===== config.mk =====
export PLATFORM = sky130hd
export DESIGN_NAME = evt_idx2vec
export DESIGN_NICKNAME = d
export VERILOG_FILES = /design/src/rtl/evt_idx2vec_pkg.sv /design/src/rtl/evt_id_fifo.sv /design/src/rtl/evt_idx2vec.sv
export SDC_FILE = /design/constraint.sdc
export NUM_CORES = 1
export LEC_CHECK = 0
export ABC_AREA = 1
export CAP_MARGIN = 25
export CORE_UTILIZATION = 48
export DETAILED_ROUTE_END_ITERATION = 8
export HOLD_SLACK_MARGIN = 0.06
export PLACE_DENSITY = 0.69
export SLEW_MARGIN = 20
export SYNTH_ARGS = -nofsm -noshare
export SYNTH_HDL_FRONTEND = slang
export SYNTH_SLANG_ARGS = --single-unit

===== constraint.sdc =====
create_clock -name clk_i -period 2.6 [get_ports clk_i]
set_clock_uncertainty 0.2 [all_clocks]
set_input_delay 0.78 -clock clk_i [delete_from_list [all_inputs] [get_ports clk_i]]
set_output_delay 0.78 -clock clk_i [all_outputs]
set_load 0.005 [all_outputs]

===== src/rtl/evt_idx2vec_pkg.sv =====
// Shared definitions for the event unit: ID width and FIFO occupancy-count sizing.
package event_unit_pkg;

  localparam int FIFO_DEPTH_DFLT = 4;

  typedef logic [$clog2(FIFO_DEPTH_DFLT):0] fifo_cnt_t;

  function automatic int evt_idx_w(input int nb_evt);
    return (nb_evt > 1) ? $clog2(nb_evt) : 1;
  endfunction

  // One extra bit so that a completely full FIFO is representable.
  function automatic int fifo_cnt_w(input int depth);
    return $clog2(depth) + 1;
  endfunction

endpackage


===== src/rtl/evt_id_fifo.sv =====
// Register FIFO for event IDs: push/pop, registered occupancy count, full/empty flags.
module evt_id_fifo
  import event_unit_pkg::*;
#(
  parameter int DEPTH  = 4,
  parameter int DATA_W = 5,
  localparam int PTR_W = $clog2(DEPTH),
  localparam int CNT_W = fifo_cnt_w(DEPTH)
) (
  input  logic              clk,
  input  logic              rst,
  input  logic              push,
  input  logic [DATA_W-1:0] push_data,
  input  logic              pop,
  output logic [DATA_W-1:0] pop_data,
  output logic              full,
  output logic              empty,
  output logic [CNT_W-1:0]  count
);

  logic [DATA_W-1:0] mem [DEPTH];
  logic [PTR_W-1:0]  wr_ptr;
  logic [PTR_W-1:0]  rd_ptr;
  logic              do_push;
  logic              do_pop;

  // A full FIFO refuses pushes even when a pop frees a slot in the same cycle.
  always_comb begin
    full     = (count == CNT_W'(DEPTH));
    empty    = (count == {CNT_W{1'b0}});
    do_push  = push && !full;
    do_pop   = pop && !empty;
    pop_data = mem[rd_ptr];
  end

  // Storage array needs no reset: count gates every read.
  always_ff @(posedge clk) begin
    if (do_push) begin
      mem[wr_ptr] <= push_data;
    end
  end

  // Pointers wrap naturally because DEPTH is a power of two.
  always_ff @(posedge clk or posedge rst) begin
    if (rst) begin
      wr_ptr <= {PTR_W{1'b0}};
      rd_ptr <= {PTR_W{1'b0}};
      count  <= {CNT_W{1'b0}};
    end else begin
      if (do_push) begin
        wr_ptr <= wr_ptr + PTR_W'(1);
      end
      if (do_pop) begin
        rd_ptr <= rd_ptr + PTR_W'(1);
      end
      case ({do_push, do_pop})
        2'b10:   count <= count + CNT_W'(1);
        2'b01:   count <= count - CNT_W'(1);
        default: count <= count;
      endcase
    end
  end

endmodule


===== src/rtl/evt_idx2vec.sv =====
// Event-index decoder: buffers binary event IDs, decodes them one-hot and accumulates
// them into a registered pending vector with clear-by-index, clear-all and sticky flags.
module evt_idx2vec
  import event_unit_pkg::*;
#(
  parameter int NB_EVT     = 32,
  parameter int FIFO_DEPTH = 4,
  localparam int IDX_W     = evt_idx_w(NB_EVT)
) (
  input  logic              clk_i,
  input  logic              rst_i,
  input  logic              set_valid_i,
  input  logic [IDX_W-1:0]  set_idx_i,
  output logic              set_ready_o,
  input  logic              clr_valid_i,
  input  logic [IDX_W-1:0]  clr_idx_i,
  input  logic              clr_all_i,
  output logic [NB_EVT-1:0] pending_o,
  output logic              any_pending_o,
  output logic              merged_o,
  output logic              err_idx_o,
  input  logic              flag_clr_i
);

  localparam int CNT_W = fifo_cnt_w(FIFO_DEPTH);

  logic              fifo_push;
  logic              fifo_pop;
  logic              fifo_full;
  logic              fifo_empty;
  logic [CNT_W-1:0]  fifo_count;
  logic [IDX_W-1:0]  head_idx;

  logic [NB_EVT-1:0] set_vec;
  logic [NB_EVT-1:0] clr_vec;
  logic [NB_EVT-1:0] pending_nxt;
  logic              pop_in_range;
  logic              clr_in_range;
  logic              merge_hit;
  logic              err_hit;

  // Ready depends only on the registered count; the head is drained every cycle.
  always_comb begin
    set_ready_o = (fifo_count < CNT_W'(FIFO_DEPTH));
    fifo_push   = set_valid_i && !fifo_full;
    fifo_pop    = !fifo_empty;
  end

  evt_id_fifo #(
    .DEPTH  (FIFO_DEPTH),
    .DATA_W (IDX_W)
  ) u_fifo (
    .clk       (clk_i),
    .rst       (rst_i),
    .push      (fifo_push),
    .push_data (set_idx_i),
    .pop       (fifo_pop),
    .pop_data  (head_idx),
    .full      (fifo_full),
    .empty     (fifo_empty),
    .count     (fifo_count)
  );

  // A drained bit survives both clears on the same cycle so no event is lost.
  always_comb begin
    set_vec      = {NB_EVT{1'b0}};
    clr_vec      = {NB_EVT{1'b0}};
    pop_in_range = fifo_pop && (32'(head_idx) < 32'(NB_EVT));
    clr_in_range = clr_valid_i && (32'(clr_idx_i) < 32'(NB_EVT));
    for (int i = 0; i < NB_EVT; i++) begin
      set_vec[i] = pop_in_range && (head_idx == IDX_W'(i));
      clr_vec[i] = clr_in_range && (clr_idx_i == IDX_W'(i));
    end
    pending_nxt = set_vec | (pending_o & ~clr_vec & ~{NB_EVT{clr_all_i}});
    merge_hit   = (|(set_vec & pending_o & ~clr_vec)) && !clr_all_i;
    err_hit     = (fifo_pop && !pop_in_range) || (clr_valid_i && !clr_in_range);
  end

  // Pending vector and sticky flags; a flag-setting event beats flag_clr_i.
  always_ff @(posedge clk_i or posedge rst_i) begin
    if (rst_i) begin
      pending_o     <= {NB_EVT{1'b0}};
      any_pending_o <= 1'b0;
      merged_o      <= 1'b0;
      err_idx_o     <= 1'b0;
    end else begin
      pending_o     <= pending_nxt;
      any_pending_o <= |pending_nxt;
      merged_o      <= merge_hit || (merged_o && !flag_clr_i);
      err_idx_o     <= err_hit || (err_idx_o && !flag_clr_i);
    end
  end

endmodule


==> results.cfg <==
[finish]
stdcell_area_mm2 = 0.00492
final_cell_mix = 176 x nand2_1, 59 x inv_1, 49 x clkdlybuf4s50_1, 42 x dfrtp_1, 42 x buf_4
final_nets = 616
fillers = 649
syn2layout_area_growth_pct = 34.9
multiInputGateArea_mm2 = 0.00177
final_common_cell = nand2_1
final_cells = 698
drive_gt1_frac = 0.204
seqCellArea_mm2 = 0.00165
n_antenna_cell = 0

[synthesis]
yosysWarnings = 0
seq_area_frac_synth = 0.453
synth_largest_area_cell = dfrtp_1
synth-simple-area-share = 0.365
ys_types = 31
syn_nets = 520
synth.area.mux_share = 0
synth_xor_area_frac = 0.00961
synth_seq_cells = 62
synth_area_mm2 = 0.00364
syn_avg_cell_area_um2 = 7.32
synth_fa_ha_area_frac = 0.0227
synth_top_family_by_area = simple AND/OR/NAND/NOR gates
synth_area_leaders = dfrtp_1 29%, nand2_1 19%, edfxtp_1 16%
synth_top_area_frac = 0.288
synthCells = 498
synth-compound-area-share = 0.0604

[worst_hold_path]
worstHoldPathType = flop to flop
hp-start = err_idx_o

[timing]
rsz0062_at_grt = true
finalSetupViolCount = 0
maxSlewViolCount = 0
slew-limit-headroom = 0.670
finalHoldViolCount = 0
period_needed_ps = 2520
fmaxAchievable_mhz = 398
worst_slew_pin_slew_ps = 495
layout_setup_ws_ps = 84.3
final.period_utilization = 0.968

[placed_design]
port_buffers = 51
placed_cells = 678
preCtsSetupSlack_ps = -408
place_congestion = 0.901
dpl_cell_area_mm2 = 0.00456
dp_hpwl_mm = 7.15

[clock_network]
tritoncts = built
clk_pin_slew_ps = 70
htreeDepth = 3
clock_path_buffers = 2
cts_buffers = 9
cts_root_buffer = clkbuf_8
clk-insertion-delay-late_ps = 340
cts_sinks = 62
hold_buffers = 0

[pwr]
p_per_area_mw_per_mm2 = 1050
ir_drop_uv = 599
switchingPower_mw = 2.21
swShare = 0.429
clkPwrFrac = 0.176
intPower_mw = 2.94
pwr-share-seq = 0.284
p_comb_frac = 0.541
leakage_nw = 2.46

[floorplan]
die_h_um = 89.1
start_util = 0.500
dieArea_mm2 = 0.00795
die_x_um = 89.1
core_area_mm2 = 0.00729
ios = 52
row_count = 31

[global_routing]
grt_util_all_layers = 0.258
globalRoute.totalOverflow = 0
grt_pass1_wl_mm = 15.2
grt_max_degree = 43
first_global_vias = 3309
antenna_found_initial = 0

[worst_setup_path]
critical_path.max_fanout = 4
critPathRequiredTime_ps = 2630
endpoint_kind = flop
criticalPathCategory = input pin to flop
r2r_start = u_fifo.count[0]
critPathLaunchType = input pin
arrival_ps = 2550
crit_start = clr_idx_i[0]

[drt]
drt_iter0_markers = 242
wl_mm = 9.59
drt_pass1_iterations = 5
drc = 0
viasPerCell = 4.93
antenna_left = 0
wl_per_cell_um = 13.7
vias = 3440

[flow_run]
cap_violations = 0

[status]
outcome = finished, final reports clean
critical path, cell delays in order:
cell and delay, ps:
clkdlybuf4s50_1 470, inv_1 100, nand2_1 150, nor2_2 190
nand2_1 70, nand2_1 50, inv_1 50, a22oi_2 190
nand2_1 80, nor2_1 100, nand2_1 120, nor2_2 130
nand2_1 60
logic make-up (layout without fill, tap and decap cells):
family	count (synthesis)	after routing
compound gates	38	38
xor+xnor	4	4
fa+ha+maj	6	6
buf+inv	80	181
flops	62	62
simple gates	308	308
cell usage after synthesis, drive strengths merged:
cell	count
edfxtp	20
o31ai	1
nand3b	13
and2	1
nand2	192
xor2	3
clkbuf	3
o21ai	23
ha	5
buf	10
a21boi	1
dfrtp	42
or2	2
nor3	6
a21oi	8
fa	1
xnor2	1
nand3	29
inv	67
nor2	65
a22oi	5
routing by layer:
layer / part of all wire / GRT usage / up-vias
met5: 0 / 0 / -
met4: 0.026 / 0.107 / 0
met3: 0.041 / 0.0379 / 24
met2: 0.51 / 0.465 / 94
met1: 0.42 / 0.309 / 1579
li1: - / - / 1743
per-stage QoR:
step / total power [mW] / utilization / TNS [ps] / hold WS, ps
after detailed placement: 4.10 / 0.626 / -734 / 284
final: 5.14 / 0.674 / 0 / 291
after global routing: 5.52 / 0.674 / -32.8 / 341
after CTS: 5.02 / 0.654 / 0 / 294
after floorplan: 3.05 / - / 0 / 270
after global placement: 4.00 / 0.624 / -664 / 277
sequential cells by signal, summed over array words and instances, names as in the netlist:
signal,cells
any_pending_o,1
err_idx_o,1
merged_o,1
pending_o,32
u_fifo.count,3
u_fifo.mem,20
u_fifo.rd_ptr,2
u_fifo.wr_ptr,2
final cells by class:
type	instances	area share
clock buffers	10	0.0260
clock inverters	6	0.0155
inverters	67	0.0511
multi-input cells	356	0.361
flip-flops and latches	62	0.336
well taps	99	0.0252
repair buffers	98	0.185
final timing paths:
path	end	slack, ps	cells after the start
setup reg to reg	any_pending_o	230	10
max in group asynchronous	pending_o[1]	1400	3
setup / recovery	any_pending_o	80	13
hold reg to reg	err_idx_o	290	2
min in group asynchronous	pending_o[6]	600	3
hold / removal	err_idx_o	290	2
power groups by stage:
| stage | logic (mW) | clock network [mW] | registers, mW |
|---|---|---|---|
| 2_1_floorplan | 1.60 | 0 | 1.45 |
| 3_3_place_gp | 2.53 | 0 | 1.47 |
| 3_5_place_dp | 2.62 | 0 | 1.48 |
| 4_1_cts | 2.65 | 0.913 | 1.46 |
| 5_1_grt | 3.07 | 0.960 | 1.48 |
| 6_report | 2.78 | 0.904 | 1.46 |
repair_timing:
item / in CTS / in global routing
pin swaps: 0 / 5
cloned: 0 / 1
gates resized for setup: 1 / 38
setup endpoints to repair: 1 / 2
buffers inserted: 0 / 2
No activity file was read; power rests on OpenSTA's default activity.
